**config.mk**
```make
export PLATFORM = sky130hd
export DESIGN_NAME = huff_feed_ctrl
export DESIGN_NICKNAME = d
export VERILOG_FILES = /design/src/rtl/huff_feed_ctrl.sv
export SDC_FILE = /design/constraint.sdc
export NUM_CORES = 1
export LEC_CHECK = 0
export CAP_MARGIN = 20
export CORE_ASPECT_RATIO = 0.8
export CORE_MARGIN = 2
export CORE_UTILIZATION = 38
export DETAILED_ROUTE_END_ITERATION = 8
export GPL_ROUTABILITY_DRIVEN = 0
export HOLD_SLACK_MARGIN = 0.03
export PLACE_DENSITY = 0.59
export SKIP_CTS_REPAIR_TIMING = 1
export SYNTH_ARGS = -nofsm -noshare
export SYNTH_HDL_FRONTEND = slang
export SYNTH_SLANG_ARGS = --single-unit
```
**constraint.sdc**
```tcl
create_clock -name clk -period 7.1 [get_ports clk]
set_input_delay 1.42 -clock clk [delete_from_list [all_inputs] [get_ports clk]]
set_output_delay 1.42 -clock clk [all_outputs]
set_load 0.01 [all_outputs]
```
**src/rtl/huff_feed_ctrl.sv**
```systemverilog
// Huffman front-end sequencer: fetches packed stream words, slices them into
// 1-4 bit chunks gated by decoder buffer room, then drains and closes the frame.
module huff_feed_ctrl #(
  parameter int WORD_W    = 16,
  parameter int MAX_CODE  = 9,
  parameter int CNT_W     = 16,
  parameter int STALL_LIM = 16
) (
  input  logic              clk,
  input  logic              reset_n,
  input  logic              start,
  input  logic [CNT_W-1:0]  frame_bits,
  input  logic [WORD_W-1:0] s_word,
  input  logic              s_wvalid,
  output logic              s_wready,
  output logic [3:0]        dec_bits,
  output logic [2:0]        dec_len,
  output logic              dec_svalid,
  input  logic [3:0]        dec_fill,
  input  logic              dec_tvalid,
  output logic              busy,
  output logic              frame_done,
  output logic [CNT_W-1:0]  sym_count,
  output logic              err_stall
);

  localparam int WL_W = $clog2(WORD_W + 1);
  localparam int SC_W = $clog2(STALL_LIM + 1);

  localparam logic [2:0] S_IDLE  = 3'd0;
  localparam logic [2:0] S_FETCH = 3'd1;
  localparam logic [2:0] S_ISSUE = 3'd2;
  localparam logic [2:0] S_HOLD  = 3'd3;
  localparam logic [2:0] S_DRAIN = 3'd4;
  localparam logic [2:0] S_DONE  = 3'd5;

  logic [2:0]        r_state;
  logic [CNT_W-1:0]  r_rem;
  logic [WORD_W-1:0] r_word;
  logic [WL_W-1:0]   r_wleft;
  logic [SC_W-1:0]   r_stall_cnt;
  logic [CNT_W-1:0]  r_sym_count;
  logic              r_err_stall;

  logic [2:0] w_len;
  logic [4:0] w_sum;
  logic       w_room;
  logic       w_fire;
  logic [3:0] w_bits;

  always_comb begin
    w_len = 3'd4;
    if (r_wleft < WL_W'(4)) w_len = r_wleft[2:0];
    if (r_rem < CNT_W'(w_len)) w_len = r_rem[2:0];
  end

  // 5-bit sum so a nearly full buffer plus a 4-bit chunk cannot wrap to "room"
  assign w_sum  = 5'(dec_fill) + 5'(w_len);
  assign w_room = (w_sum <= 5'(MAX_CODE));
  assign w_fire = (r_state == S_ISSUE) && w_room;
  assign w_bits = 4'(r_word >> (WORD_W - int'(w_len)));

  assign s_wready   = (r_state == S_FETCH);
  assign dec_svalid = w_fire;
  assign dec_bits   = w_fire ? w_bits : 4'd0;
  assign dec_len    = w_fire ? w_len : 3'd0;
  assign busy       = (r_state != S_IDLE);
  assign frame_done = (r_state == S_DONE);
  assign sym_count  = r_sym_count;
  assign err_stall  = r_err_stall;

  always_ff @(posedge clk or negedge reset_n) begin
    if (!reset_n) begin
      r_state     <= S_IDLE;
      r_rem       <= '0;
      r_word      <= '0;
      r_wleft     <= '0;
      r_stall_cnt <= '0;
      r_sym_count <= '0;
      r_err_stall <= 1'b0;
    end else begin
      if (busy && dec_tvalid && !(&r_sym_count))
        r_sym_count <= r_sym_count + CNT_W'(1);

      case (r_state)
        S_IDLE: begin
          if (start) begin
            r_rem       <= frame_bits;
            r_sym_count <= '0;
            r_err_stall <= 1'b0;
            r_state     <= (frame_bits != '0) ? S_FETCH : S_DONE;
          end
        end
        S_FETCH: begin
          if (s_wvalid) begin
            r_word  <= s_word;
            r_wleft <= WL_W'(WORD_W);
            r_state <= S_ISSUE;
          end
        end
        S_ISSUE: begin
          if (w_room) begin
            r_word  <= r_word << w_len;
            r_wleft <= r_wleft - WL_W'(w_len);
            r_rem   <= r_rem - CNT_W'(w_len);
            r_state <= S_HOLD;
          end
        end
        S_HOLD: begin
          r_stall_cnt <= '0;
          if (r_rem == '0)          r_state <= S_DRAIN;
          else if (r_wleft == '0)   r_state <= S_FETCH;
          else                      r_state <= S_ISSUE;
        end
        S_DRAIN: begin
          if (dec_fill == 4'd0) begin
            r_state <= S_DONE;
          end else if (dec_tvalid) begin
            r_stall_cnt <= '0;
          end else if (r_stall_cnt == SC_W'(STALL_LIM - 1)) begin
            r_err_stall <= 1'b1;
            r_state     <= S_DONE;
          end else begin
            r_stall_cnt <= r_stall_cnt + SC_W'(1);
          end
        end
        S_DONE:  r_state <= S_IDLE;
        default: r_state <= S_IDLE;
      endcase
    end
  end

endmodule
```
* Word-level counts from Yosys, hierarchy flattened
Cells that the tools add are included.
** Word-level totals
- Bits of input ports :: 41
- Output and inout port bits :: 28
- Register bits :: 62
** Cells by class
- Magnitude comparators :: 3
- Shift operators :: 2
- Add/subtract/negate cells :: 6
- Reduce and logical (&&, ||, !) cells :: 20
- Eq/ne operators :: 15
- Mux-type cells :: 35
** Operators with widths (count)
- $mux W16 :: 7
- $pmux W16 S2 :: 2
- $mux W3 :: 11
- $shr A16 B32 Y4 :: 1
- $mux W5 :: 5
- $pmux W5 S2 :: 2
- $add A16 B1 Y16 const B :: 1
- $logic_not A16 Y1 :: 1
- $lt A16 B3 Y1 :: 1
- $reduce_and A16 Y1 :: 1
- $reduce_bool A16 Y1 :: 1
- $shl A16 B3 Y16 :: 1
- $sub A16 B3 Y16 :: 1
- $pmux W3 S5 :: 1
- $ne A2 B2 Y1 const B :: 6
- $reduce_and A5 Y1 :: 2
- $ne A3 B3 Y1 const B :: 3
- $reduce_and A3 Y1 :: 3
- $reduce_bool A2 Y1 :: 4
- $eq A3 B2 Y1 const B :: 2
- $eq A3 B3 Y1 const B :: 2
- $sub A5 B3 Y6 const A :: 1
- $add A4 B3 Y5 :: 1
- $add A5 B1 Y5 const B :: 1
- 15 further kinds :: 20

* Depth between registers and ports, before layout
- Word-level depth :: 8
- Mapped depth :: 21
- Mapped depth without buffers :: 18

* Worst setup path before layout
Ideal clock, no wire load.
- Path type :: reg-to-output
- Start :: register r_wleft[4]
- End :: output port dec_bits[2]
- Stages on the path, launching flop included :: 18
- Arrival time :: 5.152 ns
- Data required time :: 5.680 ns
- Path slack :: 0.528 ns
- Path through :: dfrtp_1 > nor4b_2 > clkinv_1 > ha_1 > or3_1 > o22ai_4 > nand4_1 > nand2_2 > buf_1 > ha_1 > inv_1 > fa_1 > or3b_2 > o311ai_0 > a22oi_1 > nand2b_1 > clkbuf_1 > a2111oi_1
** Between the ends
- Word-level cells in the longest chain between the ends :: 8
- Elaborated cells between the ends (all ways) :: 10
** Ends and longest elaborated chain
- start, declared :: line 40 : logic [WL_W-1:0] r_wleft;
- start signal, assigned :: line 97 : r_wleft <= WL_W'(WORD_W);
- start signal, assigned :: line 104 : r_wleft <= r_wleft - WL_W'(w_len);
- $lt A5 B3 Y1 * :: line 53 : if (r_wleft < WL_W'(4)) w_len = r_wleft[2:0];
- $mux W3 * :: line 53
- $lt A16 B3 Y1 :: line 54 : if (r_rem < CNT_W'(w_len)) w_len = r_rem[2:0];
- $mux W3 * :: line 54
- $add A4 B3 Y5 :: line 58 : assign w_sum = 5'(dec_fill) + 5'(w_len);
- $le A5 B4 Y1 :: line 59 : assign w_room = (w_sum <= 5'(MAX_CODE));
- $logic_and A1 B1 Y1 :: line 60 : assign w_fire = (r_state == S_ISSUE) && w_room;
- $mux W4 * :: line 65 : assign dec_bits = w_fire ? w_bits : 4'd0;
- end, declared :: line 16 : output logic [3:0] dec_bits,
Every way passes the cells marked *; elsewhere a longest branch is shown, timed or not.

* Final worst setup path
Ends and elaborated chain as after synthesis.

==> flow_metrics.tcl <==
set metrics [dict create \
    status "finished, final reports clean" \
    finish.utilization_pct 48.6 \
    cts_buffer_depth 2 \
    syn_nets 748 \
    fill_cells 1317 \
    die_width_um 137 \
    cpPeakStageDelay_ns 0.60 \
    fmax_mhz 146 \
    clk_pin_slew_ns 0.05 \
    cts.sinks 62 \
    relSlewSlack_pct 29.2 \
    final_cell_mix "nand2_1 (84), clkdlybuf4s50_1 (67), dfrtp_1 (62)" \
    multiInputGateArea_um2 3590 \
    ys_seq_elements 62 \
    path_cells "or3_1 > inv_2 > ha_1 > or3_1 > o22ai_4 > buf_4 > a31oi_2 > or2_1 > clkinvlp_4 > buf_4 > ha_1 > ha_2 > nor3_1 > o21a_1 > a311o_1 > a2bb2oi_1 > a2111oi_1 > clkdlybuf4s50_1" \
    critPathLaunchType "register" \
    cp_data_required_time_ns 5.68 \
    final_nets 808 \
    clock-root-buffer "clkbuf_16" \
    drive_gt1_share_pct 10.5 \
    yosys_warnings 0 \
    report.final.slew_viol_count 0 \
    worst-setup-path-type "reg -> out" \
    grt_pass1_wl_um 29300 \
    drtAntennaViolNets 0 \
    syn_area_um2 5410 \
    ios 69 \
    seq_area_um2 1550 \
    period_needed_ns 6.83 \
    fin_setup_tns_ns 0 \
    initialDrtViolationCount 714 \
    grt.total_usage_pct 24.2 \
    start_util_pct 39.4 \
    antenna_cells 0 \
    power_uw 2580 \
    synth-edff-count 0 \
    grt_max_degree 63 \
    post_dp_cell_area_um2 6300 \
    die_area_um2 15200 \
    path_buf_inv 5 \
    drt_first_pass_iters 5 \
    rows 38 \
    grt_antenna_before_repair 0 \
    synthFlopType "dfrtp_1" \
    power.leakage_uw 0.00255 \
    worst_slew_pin_slew_ns 1.06 \
    routed_wl_um 18700 \
    ys_seq_area_share_pct 28.7 \
    area_growth_pct 23.5 \
    htreeDepth 3 \
    viasPerCell 6.36 \
    peakVddDrop_mv 0.160 \
    drc 0 \
    fin_crit_sh_pct 96.2 \
    hold_viol 0 \
    crit_slowest_cell "clkdlybuf4s50_1" \
    dp_hpwl_um 13500 \
    drv_cap 0 \
    synth_cell_type_count 77 \
    power_density_nw_per_um2 386 \
    die_h_um 111 \
    io_buffers 68 \
    worstSkewPairLatency_ns 0.33 \
    cts_tree "done" \
    avgSynthCellArea_um2 7.87 \
    vias 5920 \
    final_area_um2 6680 \
    grt_pass1_vias 5543 \
    setup_viol 0 \
    cp_max_fo 13 \
    detail_route.wl_per_cell_um 20.1 \
    synthArstFlopShare_pct 100 \
    postSynthCellCount 688 \
    layout.cells.most_common "nand2_1" \
    hold_slack_ns 0.506 \
    core_area_um2 13700 \
    numCtsBuffers 9 \
    fin_skew_ns 0.00655 \
    overflow 0 \
    hold_path_class "reg -> reg" \
    critPathCaptureType "output port" \
    cp_top_family "compound AO/OA/AOI/OAI gates" \
    worst_ep_arrival_time_ns 5.41 \
]
## cell type report
class                           count  share of cell area (%)
Multi-Input combinational cell    551                    53.8
Sequential cell                    62                    23.2
Timing Repair Buffer               97                    13.4
Clock buffer                       10                    3.58
Tap cell                          180                    3.37
Inverter                           27                    1.63
Clock inverter                      4                    1.09
## flip-flops by register name, indices dropped and copies added (netlist names)
signal       flops
sym_count       16
r_word          16
r_rem           16
err_stall        1
r_stall_cnt      5
r_wleft          5
r_state          3
## report_power, final
part	internal, uW	leakage [uW]	switching [uW]
sequential	468	0.000791	258
clock	312	0.000150	158
combinational	539	0.00161	843
total	1320	0.00255	1260
## through the flow
step / worst slack [ns] / std cells
floorplan: 0.528 / 688
global placement: 0.375 / 912
detailed placement: 0.205 / 912
CTS: -0.149 / 926
global route: -0.0345 / 931
finish: 0.272 / 931
## path summary, 6_finish.rpt
path,startpoint,to,slack [ns],depth (start not counted)
max in group asynchronous,reset_n,r_rem[0]$_DFFE_PN0P_,5.29,2
hold reg to reg,r_stall_cnt[0]$_DFFE_PN0P_,r_stall_cnt[0]$_DFFE_PN0P_,0.51,1
hold / removal,r_stall_cnt[0]$_DFFE_PN0P_,r_stall_cnt[0]$_DFFE_PN0P_,0.51,1
min in group asynchronous,reset_n,r_stall_cnt[0]$_DFFE_PN0P_,1.26,2
setup reg to reg,r_wleft[4]$_DFFE_PN0P_,r_word[7]$_DFFE_PN0P_,1.75,20
setup / recovery,r_wleft[4]$_DFFE_PN0P_,dec_bits[2],0.27,18
## logic make-up after synthesis
kind of cell / Yosys count / synth area share, %
DFF: 62 / 28.7
xor gates and xnor gates: 14 / 2.27
buffers and inverters: 75 / 5.60
and+or+nand+nor: 286 / 27.5
AOI/OAI and AO/OA: 212 / 26.8
muxes: 20 / 4.32
adders and majority gates: 19 / 4.81
## cell usage after synthesis (all sizes together), types with 3 or more instances
library cell | count | area [um^2]
mux2i | 11 | 110
a32oi | 11 | 96.3
o22a | 4 | 35.0
xor2 | 8 | 70.1
and4 | 4 | 35.0
ha | 16 | 200
o22ai | 4 | 38.8
inv | 24 | 90.1
nand2 | 85 | 322
o21a | 4 | 30.0
a21boi | 4 | 30.0
a211oi | 5 | 37.5
nand2b | 10 | 62.6
nor2b | 4 | 25.0
nand3 | 25 | 125
nor3 | 17 | 96.4
o21ai | 57 | 285
a22o | 3 | 26.3
nor2 | 57 | 216
a221oi | 5 | 43.8
mux2 | 7 | 78.8
o31ai | 10 | 93.8
clkinv | 3 | 11.3
dfrtp | 62 | 1550
xnor2 | 6 | 52.6
or3 | 13 | 81.3
a2111oi | 5 | 46.3
nor4b | 5 | 56.3
o211ai | 4 | 30.0
a21oi | 44 | 220
a31oi | 9 | 62.6
o311ai | 3 | 26.3
fa | 3 | 60.1
nor4 | 24 | 186
nand4 | 14 | 87.6
buf | 11 | 62.6
o41ai | 4 | 35.0
a311oi | 13 | 114
a22oi | 4 | 30.0
clkbuf | 37 | 139
and3 | 14 | 87.6
a41oi | 3 | 26.3
and2 | 3 | 18.8
## worst register-to-register path: stages, from the launching register on
cell and delay (ns):
dfrtp_1 0.45, nor4b_2 0.38, inv_2 0.15, ha_1 0.22, or3_1 0.37, o22ai_4 0.24, buf_4 0.24, a31oi_2 0.14
or2_1 0.29, clkinvlp_4 0.14, fa_1 0.45, or3b_2 0.20, o311ai_0 0.16, a22oi_2 0.27, nand2b_2 0.25, buf_4 0.25
inv_1 0.12, nor2_1 0.43, buf_4 0.28, a21oi_1 0.09, o311ai_0 0.13
## routing by layer
layer  up-vias  GRT usage, %  share of wire [%]
met5         -             0                  0
met4         0          6.60                2.4
met3        47          6.08                9.9
met2       356          34.8                 42
met1      2793          35.7                 46
li1       2724             -                  -
No activity file was read; power rests on OpenSTA's default activity.
==> RTL change: new RTL, same settings <==
Register the output `sym_count` once more; this adds one clock of latency there. The other outputs are not delayed to match.
--- a/src/rtl/huff_feed_ctrl.sv
+++ b/src/rtl/huff_feed_ctrl.sv
@@ -66,7 +66,9 @@
   assign dec_len    = w_fire ? w_len : 3'd0;
   assign busy       = (r_state != S_IDLE);
   assign frame_done = (r_state == S_DONE);
-  assign sym_count  = r_sym_count;
+  always_ff @(posedge clk) begin
+    sym_count <= r_sym_count;
+  end
   assign err_stall  = r_err_stall;
 
   always_ff @(posedge clk or negedge reset_n) begin
Formal check against the unedited RTL: not equivalent (a bounded check fails within 4 cycles, from zero or initial values and one cycle with reset_n low).
==> RTL change against the original RTL <==
Synthesized cell count decreased by 17%; register-to-register slack improved by 0.23 ns; sequential share of layout area increased by 6.8 points; routed wire length decreased by 26%; final cell count decreased by 12%; non-clock buffer count decreased by 19; worst setup slack got worse by 0.044 ns; design area decreased by 6.8%; first-iteration DRC count decreased by 50%; sequential power increased by 9.4%; total power decreased by 2.5%; count of clock-buffer cells in the layout decreased by 1; area after synthesis decreased by 6.8%; sequential cell count increased by 16; critical endpoint is now dec_bits[1].
==> RTL change: results (changes against the original RTL) <==
The post-synthesis cell type count is 66 (-14%). The final net count is 695 (-14%). The clock slew seen by the registers of the worst setup and hold paths is 0.07 ns (+0.02 ns). The via count of the first global-routing pass is 4430 (-20%). The worst setup path endpoint is dec_bits[1]. After detailed routing, no signal wire sits above met4.

The pin count of the biggest net entering global routing is 63 (unchanged). The routed via count divided by cell count came out at 5.59 (-12%). The total length of routed wires came to 13900 microns (-26%). The leakage power is 2.50 nW (-2.0%). The average size of a mapped cell came to 8.80 sq um (+12%). The global-route track usage on met2 is 30.2% (-4.6 points). The routed length on met3 came out at 835 microns (-55%).

The number of cells on the worst reg-to-reg path is 19 (-5.0%). The detailed-route wire length on metal 1 is 6840 microns (-20%). The biggest fanout along the worst timing path is 4 (-9). The global-route wire length before repair came out at 22800 microns (-22%). The met1 track demand over resource in global routing is 29.0% (-6.7 points). The remaining max-slew budget at the tightest pin is 35.3% (+6.1 points).

The worst endpoint data arrival time is 5.45 ns (+0.04 ns). The share of synthesized registers carrying an async set or reset is 79.5% (-21 points). Sorting the synthesized cells by area gives the leading types as dfrtp_1, mux2i_1, dfxtp_1. The placed wire-length estimate came out at 9620 microns (-29%). The synthesized net count came out at 633 (-15%). The global-route total usage across every layer came out at 19.9% (-4.3 points).

The total placed cells including tap cells is 797 (-13%). The number of detailed-routing iterations run before antenna repair is 5 (unchanged). The sequential-to-total area share from yosys stat was 37.1% (+8.4 points). Tracing the worst setup path back leads to its startpoint at r_wleft[4]$_DFFE_PN0P_.

The global-route met3 utilization came out at 3.92% (-2.2 points). The number of antenna violations at the first check in global routing came out at 0 (unchanged). The endpoint identified for the worst register-to-register timing path is r_word[6]$_DFFE_PN0P_. The met2 routed wirelength came out at 6050 microns (-23%). The flow ran to the end, and the final reports show no timing, DRC or antenna violations.

The layout cell share with drive strength beyond 1 is 8.75% (-1.8 points). The clock skew after layout came out at 0.00629 ns (-0.000264 ns). The worst-case register-to-register setup slack is 1.98 ns (+0.23 ns). The net switching power of the design was 1.11 mW (-12%). The first-iteration detailed-routing DRC count is 360 (-50%). Ranked by instance count, the synthesized netlist is headed by nand2_1, dfrtp_1, nor2_1. The global routing stage identified its most utilized layer as met2. The number of buffers between clock root and the deepest sink is 2 (unchanged). The final cell count without fillers is 815 (-12%).

The peak supply drop is 148 uV (-7.5%).
## RTL change: changes by cell type in the layout (fill, tap and decap cells not counted), sizes merged, moves of 10 or more
| cell | change |
|---|---|
| mux2i | +24 |
| nand2 | -21 |
| buf | -19 |
| dfxtp | +16 |
| nor4 | -15 |
| a311oi | -13 |
| nand4 | -10 |
## RTL change: through the flow
stage / instance area (sq um) / setup WS (ns)
2_1_floorplan: 5040 / 0.910
3_3_place_gp: 5890 / 0.747
3_5_place_dp: 5890 / 0.428
4_1_cts: 6190 / 0.0247
5_1_grt: 6230 / 0.00689
6_report: 6230 / 0.228
## RTL change: layout make-up
class,instances,area [sq um]
clock buffer,9,225
fill,1203,6690
timing repair buffer,78,751
inverter,20,77.6
clock inverter,7,80.1
tap,175,219
sequential,78,1870
multi-input combinational,448,3000
## RTL change: power by group through the flow
stage / Clock (mW) / Sequential (mW) / Combinational [mW]
after CTS: 0.495 / 0.787 / 1.21
after global routing: 0.516 / 0.816 / 1.38
final: 0.486 / 0.794 / 1.23
after global placement: 0 / 0.790 / 1.18
after detailed placement: 0 / 0.795 / 1.20
after floorplan: 0 / 0.731 / 0.876
## RTL change: cell families after synthesis
logic type / count (synthesis) / share of synthesized area [%]
xor+xnor: 15 / 2.60
compound gates: 141 / 17.6
flops: 78 / 37.1
simple gates: 223 / 21.4
fa+ha+maj: 19 / 5.16
mux: 50 / 12.2
buf+inv: 47 / 3.89
## RTL change: how the worst min path moves through the flow
stage                                      end                startpoint  slack [ns]  cells past startpoint
after floorplan           sym_count[7]$_DFF_P_  r_sym_count[7]$_DFF_PN0_        0.37                      0
after global placement    sym_count[7]$_DFF_P_  r_sym_count[7]$_DFF_PN0_        0.40                      0
after detailed placement  sym_count[7]$_DFF_P_  r_sym_count[7]$_DFF_PN0_        0.39                      0
after CTS                 sym_count[3]$_DFF_P_  r_sym_count[3]$_DFF_PN0_        0.41                      0
after global routing      sym_count[3]$_DFF_P_  r_sym_count[3]$_DFF_PN0_        0.42                      0
final                     sym_count[3]$_DFF_P_  r_sym_count[3]$_DFF_PN0_        0.41                      0
## RTL change: worst max-delay path, stage by stage, from the launching register on
cell             delay [ns]
dfrtp_1                0.40
or3_1                  0.42
inv_1                  0.14
nand2_1                0.12
ha_1                   0.31
o21ai_2                0.19
a31o_2                 0.13
and3_2                 0.24
mux2i_2                0.27
clkinv_1               0.15
fa_1                   0.54
or3b_2                 0.45
o311ai_0               0.11
a22o_1                 0.21
nand2_1                0.17
nor3_2                 0.26
a21boi_2               0.21
and3_1                 0.15
nand4b_1               0.11
clkdlybuf4s50_1        0.54
